[src/rtl/hdc_pkg.sv]
// Shared hyperdimensional constants and serializer state encoding.
// DIM is also used by the inference compare path so both ends agree on length.
package hdc_pkg;

    localparam int DIM         = 128;
    localparam int MAX_SAMPLES = 15;
    localparam int CNT_W       = 4;
    localparam int IDX_W       = 8;

    typedef enum logic [1:0] {
        ACCUM,
        QUANT,
        SEND,
        DONE
    } tx_state_t;

endpackage

[src/rtl/bundle_counter.sv]
// Per-dimension bundling counter.
// clr has priority over inc.
module bundle_counter #(
    parameter int W = hdc_pkg::CNT_W
) (
    input  logic         clk,
    input  logic         reset,
    input  logic         inc,
    input  logic         clr,
    output logic [W-1:0] cnt
);

    always_ff @(posedge clk or posedge reset) begin
        if (reset) begin
            cnt <= '0;
        end else if (clr) begin
            cnt <= '0;
        end else if (inc) begin
            cnt <= cnt + W'(1);
        end
    end

endmodule

[src/rtl/hv_bundle_tx.sv]
// Bundles binary sample hypervectors, majority-quantizes them and
// streams the query hypervector out one bit per transfer, index 0 first.
module hv_bundle_tx #(
    parameter int DIM         = hdc_pkg::DIM,
    parameter int MAX_SAMPLES = hdc_pkg::MAX_SAMPLES,
    parameter int CNT_W       = hdc_pkg::CNT_W,
    parameter int IDX_W       = hdc_pkg::IDX_W
) (
    input  logic           clk,
    input  logic           reset,
    input  logic           sample_valid,
    input  logic [DIM-1:0] sample_in,
    input  logic           sample_last,
    output logic           sample_ready,
    output logic           tx_valid,
    input  logic           tx_ready,
    output logic           tx_bit,
    output logic           tx_first,
    output logic           tx_last,
    output logic           done
);

    import hdc_pkg::*;

    tx_state_t        state;
    logic [CNT_W-1:0] n;
    logic [IDX_W-1:0] idx;
    logic [DIM-1:0]   q;
    logic [DIM-1:0]   qNext;
    logic [CNT_W-1:0] cnt [DIM];
    logic             accept;
    logic             xfer;
    logic             clrCnt;

    assign sample_ready = (state == ACCUM);
    assign accept       = sample_valid & sample_ready;
    assign tx_valid     = (state == SEND);
    assign xfer         = tx_valid & tx_ready;
    assign clrCnt       = (state == DONE);
    assign done         = (state == DONE);

    // q shifts right on each transfer, so q[0] is always bit q[idx].
    assign tx_bit   = tx_valid & q[0];
    assign tx_first = tx_valid && (idx == '0);
    assign tx_last  = tx_valid && (idx == IDX_W'(DIM - 1));

    for (genvar i = 0; i < DIM; i++) begin : gCnt
        bundle_counter #(.W(CNT_W)) uCnt (
            .clk  (clk),
            .reset(reset),
            .inc  (accept & sample_in[i]),
            .clr  (clrCnt),
            .cnt  (cnt[i])
        );
    end

    // Strict majority at CNT_W+1 bits; a tie quantizes to 0.
    always_comb begin
        qNext = '0;
        for (int i = 0; i < DIM; i++) begin
            qNext[i] = ({cnt[i], 1'b0} > {1'b0, n});
        end
    end

    always_ff @(posedge clk or posedge reset) begin
        if (reset) begin
            state <= ACCUM;
            n     <= '0;
            idx   <= '0;
            q     <= '0;
        end else begin
            unique case (state)
                ACCUM: begin
                    if (accept) begin
                        n <= n + CNT_W'(1);
                        if (sample_last ||
                            n == CNT_W'(MAX_SAMPLES - 1)) begin
                            state <= QUANT;
                        end
                    end
                end
                QUANT: begin
                    q     <= qNext;
                    idx   <= '0;
                    state <= SEND;
                end
                SEND: begin
                    if (xfer) begin
                        q   <= q >> 1;
                        idx <= idx + IDX_W'(1);
                        if (idx == IDX_W'(DIM - 1)) begin
                            state <= DONE;
                        end
                    end
                end
                DONE: begin
                    n     <= '0;
                    idx   <= '0;
                    state <= ACCUM;
                end
                default: state <= ACCUM;
            endcase
        end
    end

endmodule

[config.mk]
export PLATFORM = sky130hd
export DESIGN_NAME = hv_bundle_tx
export DESIGN_NICKNAME = d
export VERILOG_FILES = /design/src/rtl/hdc_pkg.sv /design/src/rtl/bundle_counter.sv /design/src/rtl/hv_bundle_tx.sv
export SDC_FILE = /design/constraint.sdc
export NUM_CORES = 2
export LEC_CHECK = 0
export ABC_AREA = 1
export BUFFER_PORTS_ARGS = -buffer_cell sky130_fd_sc_hd__buf_2
export CORE_AREA = 3 3 276 278
export CTS_BUF_LIST = sky130_fd_sc_hd__clkbuf_2
export DETAILED_ROUTE_END_ITERATION = 10
export DIE_AREA = 0 0 279 281
export PLACE_DENSITY = 0.69
export SLEW_MARGIN = 20
export SYNTH_ARGS = -nofsm -noshare
export SYNTH_HDL_FRONTEND = slang
export SYNTH_SLANG_ARGS = --single-unit
[constraint.sdc]
create_clock -name clk -period 25.2 [get_ports clk]
set_input_delay 1.26 -clock clk [delete_from_list [all_inputs] [get_ports clk]]
set_output_delay 1.26 -clock clk [all_outputs]
set_load 0.02 [all_outputs]
==> run_results.csv <==
group,metric,value,unit
floorplanning,dieHeight,281,µm
route,vias,33900,
yosys,yosys-top-cells-count,"929 x nand2_1, 847 x nor2_1, 654 x dfrtp_1",
critical_path,critPathCaptureType,"primary output",
timing,worst_pin_slew,1090,ps
route,vias_per_cell,5.44,
critical_path,cpLargestDelayFamily,"buffers and inverters",
floorplanning,fp.dieW,279,µm
yosys,synthesis.nets,5552,
place,hpwl,55200,µm
grt,grt_max_degree,96,
pwr,power_frac_seq,0.349,
clock_tree,clockBufferDepth,3,
grt,grt_pass1_vias,32800,
yosys,synth_seq_area_share,0.410,
timing,finalClockSkew,87.6,ps
critical_path,critPathKind,"reg -> out",
clock_tree,ctsRootBufferMaster,"clkbuf_2",
timing,slew_violations,0,
clock_tree,cts_tree,"done",
place,globalplace.congestion,0.770,
timing,worst_slack,20150,ps
timing,min_period,5050,ps
yosys,synthTopCellsByArea,"dfrtp_1 41%, ha_1 16%, nand2_1 8.7%",
pwr,pwr-share-comb,0.490,
yosys,yosys_register_bits,654,
yosys,syn_inst,4898,
grt,grtUsageTotal,0.247,
yosys,syn_area,39900,µm²
floorplanning,row_count,100,
clock_tree,htreeDepth,4,
grt,antenna_found_initial,4,
pwr,p_clk_frac,0.161,
timing,fmax,198,MHz
grt,grt_pass1_wl,161000,µm
floorplanning,fp.coreArea,74200,µm²
place,dp.cells,5880,
clock_tree,post_cts_buffers,0,
pwr,p_switching,2.28,mW
timing,setup_violations,0,
route,wl_per_cell,15.3,µm
pwr,power.leakage,22.6,nW
yosys,ys_warn_count,0,
cells_and_area,nets,5777,
critical_path,path_buf_inv,3,
worst_hold_path,worstHoldPathCells,4,
clock_tree,clkSinkCount,654,
route,drt_wl_total,95200,µm
yosys,async_flop_share,1.00,
yosys,synth-edff-count,0,
clock_tree,numCtsBuffers,183,
pwr,power_switching_share,0.466,
critical_path,rr_worst_depth,10,
floorplanning,initial_core_util,0.538,
critical_path,crit_chain,"inv_1 > ha_4 > buf_4 > nand4_1 > nor4_1 > buf_2",
timing,finalHoldViolCount,0,
cells_and_area,stdcell_count,6241,
route,ant_nets,0,
clock_tree,path_clk_slew,110,ps
yosys,syn_area_per_cell,8.15,µm²
route,firstDrtPassIters,6,
floorplanning,die_area,78400,µm²
yosys,synth_cell_types,27,
worst_hold_path,hold_class,"in -> reg",
critical_path,max_stage_delay,570,ps
critical_path,cp-start-kind,"register",
cells_and_area,drive_gt1_frac,0.105,
route,drt_iter0_markers,1802,
cells_and_area,area_growth,8.60,%
timing,rsz0062_at_grt,"false",
critical_path,cp.depth,6,
timing,period_share,0.201,
pwr,p_per_area,113,nW/µm²
critical_path,crit_path_max_fanout,37,
pwr,ir_drop,94.4,µV
run,maxCapViolCount,0,
grt,overflow,0,
route,drc,0,
critical_path,cp.arrival,3790,ps
timing,slew_headroom,0.274,
critical_path,worstPathRequired,23940,ps
yosys,yosys.area.top_type,"dfrtp_1",
yosys,synth_most_common_cell,"nand2_1",
critical_path,r2r_setup_slack,21120,ps
status,outcome,"finished clean",
yosys,synth-main-ff-cell,"dfrtp_1",
yosys,synth_top_cell_area_share,0.410,
place,dp_slack,19460,ps
critical_path,slowest_stage,"buf_4",
place,portBuffers,138,
pwr,p_int,2.61,mW
clock_tree,clock_latency,1400,ps
floorplanning,io_pins,139,
timing,finalSetupTns,0,ps
## tightest hold or removal path, stage by stage
cell	delay [ps]
buf_2	110
nand2_1	70
nor2_1	80
nor2_1	50
## sequential cells by signal (all words and copies together), names as in the netlist
register,count
gCnt.uCnt.cnt,512
q,128
idx,8
n,4
state,2
## cell families (layout without fill, tap and decap cells)
family / Yosys count / count (layout) / share of synthesized area
compound gates: 829 / 829 / 0.112
xor+xnor: 31 / 31 / 0.00680
fa+ha+maj: 521 / 521 / 0.163
buf+inv: 324 / 693 / 0.0345
flops: 654 / 654 / 0.410
other cells: 0 / 5 / 0
simple gates: 2539 / 2539 / 0.274
## final cells by class
cell class | instances | area [µm²]
tap | 969 | 1210
multi-input combinational | 3920 | 22200
inverter | 168 | 663
clock buffer | 269 | 1350
sequential | 654 | 16400
fill | 6998 | 30800
clock inverter | 60 | 325
antenna | 5 | 12.5
timing repair buffer | 196 | 1200
## placed cells by master (no fill, tap or decap), types with 138 or more instances in the layout
| cell type | Yosys | final |
|---|---|---|
| nand2_1 | 929 | 929 |
| nand3_1 | 266 | 266 |
| buf_2 | 72 | 138 |
| inv_1 | 166 | 161 |
| dfrtp_1 | 654 | 654 |
| clkbuf_2 | 0 | 269 |
| ha_1 | 521 | 519 |
| nor3_1 | 141 | 141 |
| a21oi_1 | 475 | 475 |
| nor2_1 | 847 | 845 |
| nand4_1 | 143 | 143 |
| o21ai_0 | 194 | 194 |
## stage by stage
stage | util | hold slack [ps] | cell area [µm²] | total power [mW]
after global routing | 0.584 | 83.2 | 43400 | 5.46
after floorplan | - | 433 | 39900 | 3.52
after global placement | 0.558 | 450 | 41400 | 4.04
after CTS | 0.584 | 1.12 | 43400 | 4.95
final | 0.585 | 189 | 43400 | 4.89
after detailed placement | 0.558 | 457 | 41400 | 4.12
## routing by layer
| metal | track usage | share of wire |
|---|---|---|
| met5 | 0 | 0 |
| met4 | 0.0758 | 0.019 |
| met2 | 0.417 | 0.47 |
| met3 | 0.0399 | 0.043 |
| met1 | 0.329 | 0.47 |
## power by group through the flow
stage | clock [mW] | combinational, mW | sequential, mW
after floorplan | 0 | 1.88 | 1.64
after global placement | 0 | 2.32 | 1.72
after detailed placement | 0 | 2.40 | 1.72
after CTS | 0.823 | 2.42 | 1.70
after global routing | 0.878 | 2.82 | 1.76
final | 0.788 | 2.40 | 1.71
## what timing repair did
action / in CTS / in global routing
hold buffers: 27 / 0
endpoints found under the setup margin: 0 / 0
hold endpoints to repair: 118 / 0
gates resized for setup: 0 / 0
## path summary, 6_finish.rpt
| path | startpoint | to |
|---|---|---|
| hold / removal | sample_in[6] | gCnt[6].uCnt.cnt[1]$_DFFE_PP0P_ |
| hold reg to reg | gCnt[67].uCnt.cnt[3]$_DFFE_PP0P_ | gCnt[67].uCnt.cnt[3]$_DFFE_PP0P_ |
| min in group asynchronous | reset | gCnt[87].uCnt.cnt[0]$_DFFE_PP0P_ |
| setup reg to reg | state[0]$_DFFE_PP0P_ | gCnt[68].uCnt.cnt[3]$_DFFE_PP0P_ |
| max in group asynchronous | reset | q[36]$_DFFE_PP0P_ |
| setup / recovery | state[0]$_DFFE_PP0P_ | tx_first |
Power figures use the tool's default switching activity.
